[src/rtl/scp.sv]
// Single-cycle RV32I core (lw/sw/R-ALU/I-ALU/beq/jal): PC, register file, decode,
// immediate extension and ALU; instruction and data memories live outside.
module scp (
  input  logic        clk,
  input  logic        reset,
  output logic [31:0] PC,
  input  logic [31:0] Instr,
  output logic        MemWrite,
  output logic [31:0] ALUResult,
  output logic [31:0] WriteData,
  input  logic [31:0] ReadData
);

  typedef enum logic [6:0] {
    OP_LOAD   = 7'b0000011,
    OP_STORE  = 7'b0100011,
    OP_RTYPE  = 7'b0110011,
    OP_IALU   = 7'b0010011,
    OP_BRANCH = 7'b1100011,
    OP_JAL    = 7'b1101111
  } opcode_e;

  typedef enum logic [2:0] {ALU_ADD, ALU_SUB, ALU_AND, ALU_OR, ALU_SLT} alu_op_e;
  typedef enum logic [1:0] {RES_ALU, RES_MEM, RES_PC4} res_src_e;

  logic [31:0] pc_q, pc_d;
  logic [31:0] rf_q [32];

  opcode_e     opcode;
  logic [2:0]  funct3;
  logic [6:0]  funct7;
  logic [4:0]  rs1, rs2, rd;
  logic [31:0] imm_i, imm_s, imm_b, imm_j;
  logic [31:0] src_a, src_b, rs2_val, alu_imm;
  logic [31:0] pc_plus4, pc_target, alu_y;
  logic        reg_write, mem_write, src_b_imm, branch, jump, zero;
  alu_op_e     alu_op;
  res_src_e    res_src;
  logic        rf_we_d;
  logic [31:0] rf_wdata_d;

  assign opcode = opcode_e'(Instr[6:0]);
  assign funct3 = Instr[14:12];
  assign funct7 = Instr[31:25];
  assign rs1    = Instr[19:15];
  assign rs2    = Instr[24:20];
  assign rd     = Instr[11:7];

  assign imm_i = {{20{Instr[31]}}, Instr[31:20]};
  assign imm_s = {{20{Instr[31]}}, Instr[31:25], Instr[11:7]};
  assign imm_b = {{20{Instr[31]}}, Instr[7], Instr[30:25], Instr[11:8], 1'b0};
  assign imm_j = {{12{Instr[31]}}, Instr[19:12], Instr[20], Instr[30:21], 1'b0};

  always_comb begin
    reg_write = 1'b0;
    mem_write = 1'b0;
    src_b_imm = 1'b1;
    alu_imm   = imm_i;
    alu_op    = ALU_ADD;
    branch    = 1'b0;
    jump      = 1'b0;
    res_src   = RES_ALU;
    case (opcode)
      OP_LOAD: if (funct3 == 3'b010) begin
        reg_write = 1'b1;
        res_src   = RES_MEM;
      end
      OP_STORE: if (funct3 == 3'b010) begin
        mem_write = 1'b1;
        alu_imm   = imm_s;
      end
      OP_RTYPE, OP_IALU: begin
        src_b_imm = (opcode == OP_IALU);
        reg_write = 1'b1;
        case (funct3)
          3'b000:  alu_op = (opcode == OP_RTYPE && funct7[5]) ? ALU_SUB : ALU_ADD;
          3'b111:  alu_op = ALU_AND;
          3'b110:  alu_op = ALU_OR;
          3'b010:  alu_op = ALU_SLT;
          default: reg_write = 1'b0;
        endcase
        // R-type only accepts funct7=0, or 0100000 for sub
        if (opcode == OP_RTYPE &&
            !(funct7 == 7'b0000000 || (funct7 == 7'b0100000 && funct3 == 3'b000)))
          reg_write = 1'b0;
      end
      OP_BRANCH: if (funct3 == 3'b000) begin
        src_b_imm = 1'b0;
        alu_op    = ALU_SUB;
        branch    = 1'b1;
      end
      OP_JAL: begin
        reg_write = 1'b1;
        jump      = 1'b1;
        res_src   = RES_PC4;
      end
      default: ;
    endcase
  end

  assign src_a   = (rs1 == 5'd0) ? '0 : rf_q[rs1];
  assign rs2_val = (rs2 == 5'd0) ? '0 : rf_q[rs2];
  assign src_b   = src_b_imm ? alu_imm : rs2_val;

  always_comb begin
    alu_y = src_a + src_b;
    case (alu_op)
      ALU_SUB: alu_y = src_a - src_b;
      ALU_AND: alu_y = src_a & src_b;
      ALU_OR:  alu_y = src_a | src_b;
      ALU_SLT: alu_y = {31'b0, $signed(src_a) < $signed(src_b)};
      default: alu_y = src_a + src_b;
    endcase
  end

  assign zero      = (alu_y == '0);
  assign pc_plus4  = pc_q + 32'd4;
  assign pc_target = pc_q + (jump ? imm_j : imm_b);

  always_comb begin
    pc_d = pc_plus4;
    if (jump || (branch && zero)) pc_d = pc_target;
    if (reset) pc_d = '0;
  end

  always_comb begin
    rf_we_d    = reg_write && (rd != 5'd0) && !reset;
    rf_wdata_d = alu_y;
    case (res_src)
      RES_MEM: rf_wdata_d = ReadData;
      RES_PC4: rf_wdata_d = pc_plus4;
      default: rf_wdata_d = alu_y;
    endcase
  end

  always_ff @(posedge clk) begin
    pc_q <= pc_d;
    if (reset) rf_q <= '{default: '0};
    else if (rf_we_d) rf_q[rd] <= rf_wdata_d;
  end

  assign PC        = pc_q;
  assign ALUResult = alu_y;
  assign WriteData = rs2_val;
  assign MemWrite  = mem_write && !reset;

endmodule

[config.mk]
export PLATFORM = sky130hd
export DESIGN_NAME = scp
export DESIGN_NICKNAME = d
export VERILOG_FILES = /design/src/rtl/scp.sv
export SDC_FILE = /design/constraint.sdc
export NUM_CORES = 2
export LEC_CHECK = 0
export BUFFER_PORTS_ARGS = -buffer_cell sky130_fd_sc_hd__buf_2
export CAP_MARGIN = 10
export CORE_MARGIN = 2
export CORE_UTILIZATION = 30
export DETAILED_ROUTE_END_ITERATION = 6
export GPL_ROUTABILITY_DRIVEN = 0
export PLACE_DENSITY_LB_ADDON = 0.2
export RECOVER_POWER = 100
export SLEW_MARGIN = 20
export SYNTH_ARGS = -nofsm -noshare
export SYNTH_HDL_FRONTEND = slang
export SYNTH_SLANG_ARGS = --single-unit
[constraint.sdc]
create_clock -name clk -period 10.9 [get_ports clk]
set_clock_uncertainty 0.15 [all_clocks]
set_input_delay 2.18 -clock clk [delete_from_list [all_inputs] [get_ports clk]]
set_output_delay 2.18 -clock clk [all_outputs]
set_load 0.005 [all_outputs]
==> impl_results.md <==
- H-tree depth: 3
- Worst path arrival time: 8250 ps
- Core Rows: 165
- Synth Area in Compound Gates: 0.151
- Synthesized flop and latch total: 1055
- First-pass GRT wire length: 358 mm
- Setup TNS: 0 ps
- Avg Inst Size Synth: 8.64 um^2
- YS warnings: 0
- GRT overflow: 0
- Cells after Synth: 7022
- Main combinational cell family by area after synthesis: multiplexers
- Leak: 25.5 nW
- Post-CTS Hold Fix Bufs: 0
- Number of synthesized flops with an enable pin: 0
- Final setup viols: 0
- Initial antenna violation count: 13
- Post-synthesis net count: 7218
- Pwr Density: 134 nW/um^2
- Fin util: 0.340
- 1st-iter DRT viols: 6196
- Cell at the slowest stage of the critical path: nor3_1
- Most used DFF post-synth: dfxtp_1
- Die area: 206000 um^2
- Final hold violation count: 0
- Starting Density: 0.301
- Area contributors post-synth: dfxtp_1 (35%), mux4_2 (21%), nor2_1 (9.5%)
- Area delta synth->final: 12.8%
- Post-synthesis mux area share: 0.238
- # port buffers: 161
- Die span in y: 454 um
- Worst setup EP type: output port
- Outcome: finished, violations left
- Relative slew slack: -2.56
- Cts bufs inserted: 115
- Vias: 54100
- Worst Hold Class: flip-flop to flip-flop
- NumNets Final: 7056
- TritonCTS clock tree: yes
- Via density: 5.62
- Crit path max fanout: 45
- Clk slew on worst S/H paths: 60 ps
- Ys async rst share: 0
- Post-synthesis cell area: 60700 um^2
- Share of cells above drive strength 1: 0.173
- Critical-path cell list: buf_8 > mux4_2 > mux2i_1 > a21oi_1 > nor3_1 > nor3_1 > ha_1 > or2_2 > o211ai_1 > a2111oi_0 > buf_4 > o21ai_0 > o21ai_0 > a32oi_1 > a21oi_1 > o211ai_1 > a2111oi_0 > nor4_2 > inv_1 > clkbuf_1
- # IOs: 163
- DRC violations left: 0
- Fin. max-slew vios: 796
- Clk_lat worst skew: 780 ps
- Clock Sinks: 1055
- Vias in the first global route: 50600
- Crit path buffers/inverters: 4
- Max frequency: 94.5 MHz
- Final HPWL DP: 156 mm
- Pre-antenna DRT Iters: 6
- Worst-Margin Slew: 5340 ps
- Xor/xnor share of the synthesized area: 0.0108
- Minimum clock period: 10580 ps
- Largest area contributor in the netlist: dfxtp_1
- Die width: 454 um
- Fin worst setup slack: 316 ps
- Routed Antenna Nets: 0
- Number of max-cap violations: 16
- WP data required: 8570 ps
- Sequential share of the synthesized area: 0.348
- Root Driver: clkbuf_16
- WL per Instance: 25.9 um
- Startpoint class of the critical path: input pin
- Synth unique cells: 93
- Worst VDD drop: 0.000126 V
- Final period utilization: 0.971
- CTS max path bufs: 3
- Post-CTS setup buffer count: 0
- Failing checks: capacitance limit, slew limit
- Pwr Total: 9.15 mW
- Top-count cell post-synth: nor2_1
- Maximum number of pins on one net before global-route repair: 194
- CP max stage delay: 790 ps
- Post-synth top area share: 0.348
- Unrepaired setup endpoints after global routing: false
- CP top delay family: compound AO/OA/AOI/OAI gates
- Final Hold Slack: 315 ps
- Pre-CTS setup slack: 338 ps
- Core Box Area: 202000 um^2
- Final wirelength: 249 mm
- Synth Area in Simple Gates: 0.177
- GRT Total Usage: 0.234
- Most instantiated cells after synthesis: nor2_1 (1534), a21oi_1 (1116), dfxtp_1 (1055), nand2_1 (783), clkbuf_1 (582)
- Area share of fa/ha/maj cells after synthesis: 0.0272
- Crit Path Class: input pin to output port
-- flip-flops by register name (all words and copies together), names as in the netlist --
register	count
PC	31
rf_q	1024
-- metrics by stage --
stage	area (um^2)	cells
after floorplan	60700	7022
after global placement	64600	9413
after detailed placement	64600	9413
after CTS	68600	9628
after global routing	68500	9632
final	68500	9634
-- worst register-to-register path: stages (launching register included) --
cell and delay (ps):
dfxtp_1 320, mux4_2 470, mux2i_1 150, a21oi_1 90, nor3_1 790, nor3_1 340
ha_1 390, nor2b_1 160, o211ai_1 160, a2111oi_0 480, buf_4 200, o21ai_0 150
o21ai_0 340, a32oi_1 170, a311oi_1 430, o22ai_1 170, xnor2_1 170, o22ai_1 230
clkbuf_1 250, nor3_1 370, nand4_1 740, nand2_1 710, a211oi_2 130
-- kinds of logic (layout without fill, tap and decap cells) --
family | Yosys count | after routing
muxes | 739 | 739
adders and majority gates | 130 | 130
DFF | 1055 | 1055
and+or+nand+nor | 2650 | 2650
AOI/OAI and AO/OA | 1598 | 1598
buffers and inverters | 774 | 710
other | 1 | 5
xor gates and xnor gates | 75 | 75
-- final cells by class --
class | count | area [um^2]
Fill cell | 20600 | 133000
Tap cell | 2672 | 3340
Clock inverter | 56 | 707
Antenna cell | 4 | 10.0
Inverter | 111 | 422
Sequential cell | 1055 | 21100
Timing Repair Buffer | 384 | 2550
Multi-Input combinational cell | 5193 | 37000
Clock buffer | 159 | 3290
-- cells in the final DEF (no fill, tap or decap), types with 16 or more instances in the layout --
master	netlist	routed
a221o_1	17	17
mux2_2	40	40
nor2b_1	58	57
mux2i_1	141	140
a211oi_1	42	42
o21ai_0	93	91
a21oi_1	1116	1113
inv_1	108	106
or3_1	21	20
clkbuf_1	582	102
o21a_1	18	18
xnor2_1	54	54
clkbuf_8	0	20
dfxtp_1	1055	1055
buf_4	6	184
o21bai_1	20	20
xor2_1	21	21
nand2_1	783	752
clkbuf_16	0	118
ha_1	127	126
buf_2	14	93
nand4_1	24	24
clkinv_2	0	31
a21o_1	42	42
nor2_1	1534	1522
a221oi_1	20	20
nor3_1	71	66
mux4_2	557	557
and2_1	19	19
o211ai_1	40	40
o22ai_1	26	26
and3_1	22	22
a22o_1	16	16
o221ai_1	22	22
nand3_1	45	45
nand2_4	0	31
-- power breakdown --
part	total, mW	switching [mW]	internal, mW
clock network	4.18	1.76	2.42
logic	1.10	0.804	0.299
registers	3.86	0.00396	3.86
-- layer usage --
layer  up-vias  wire length [um]  global-route usage
li1      24400                 -                   -
met1     26900            105000               0.317
met2      2383            114000               0.376
met3       376             20800              0.0375
met4         4              8920              0.0849
met5         -                33                   0
-- timing repair --
item	4_1_cts	5_1_grt
endpoints found under the hold margin	0	0
gates resized for setup	0	3
endpoints found under the setup margin	0	3
-- path summary, 6_finish.rpt --
| check | from | to | slack [ps] | cells past startpoint |
|---|---|---|---|---|
| worst min register to register | rf_q[190] | rf_q[190] | 310 | 2 |
| worst min-delay path | rf_q[190] | rf_q[190] | 310 | 2 |
| worst max-delay path | Instr[15] | ALUResult[31] | 320 | 20 |
| worst max register to register | rf_q[513] | PC[3] | 3010 | 22 |
Note: power is estimated with default switching activity, not from simulation.
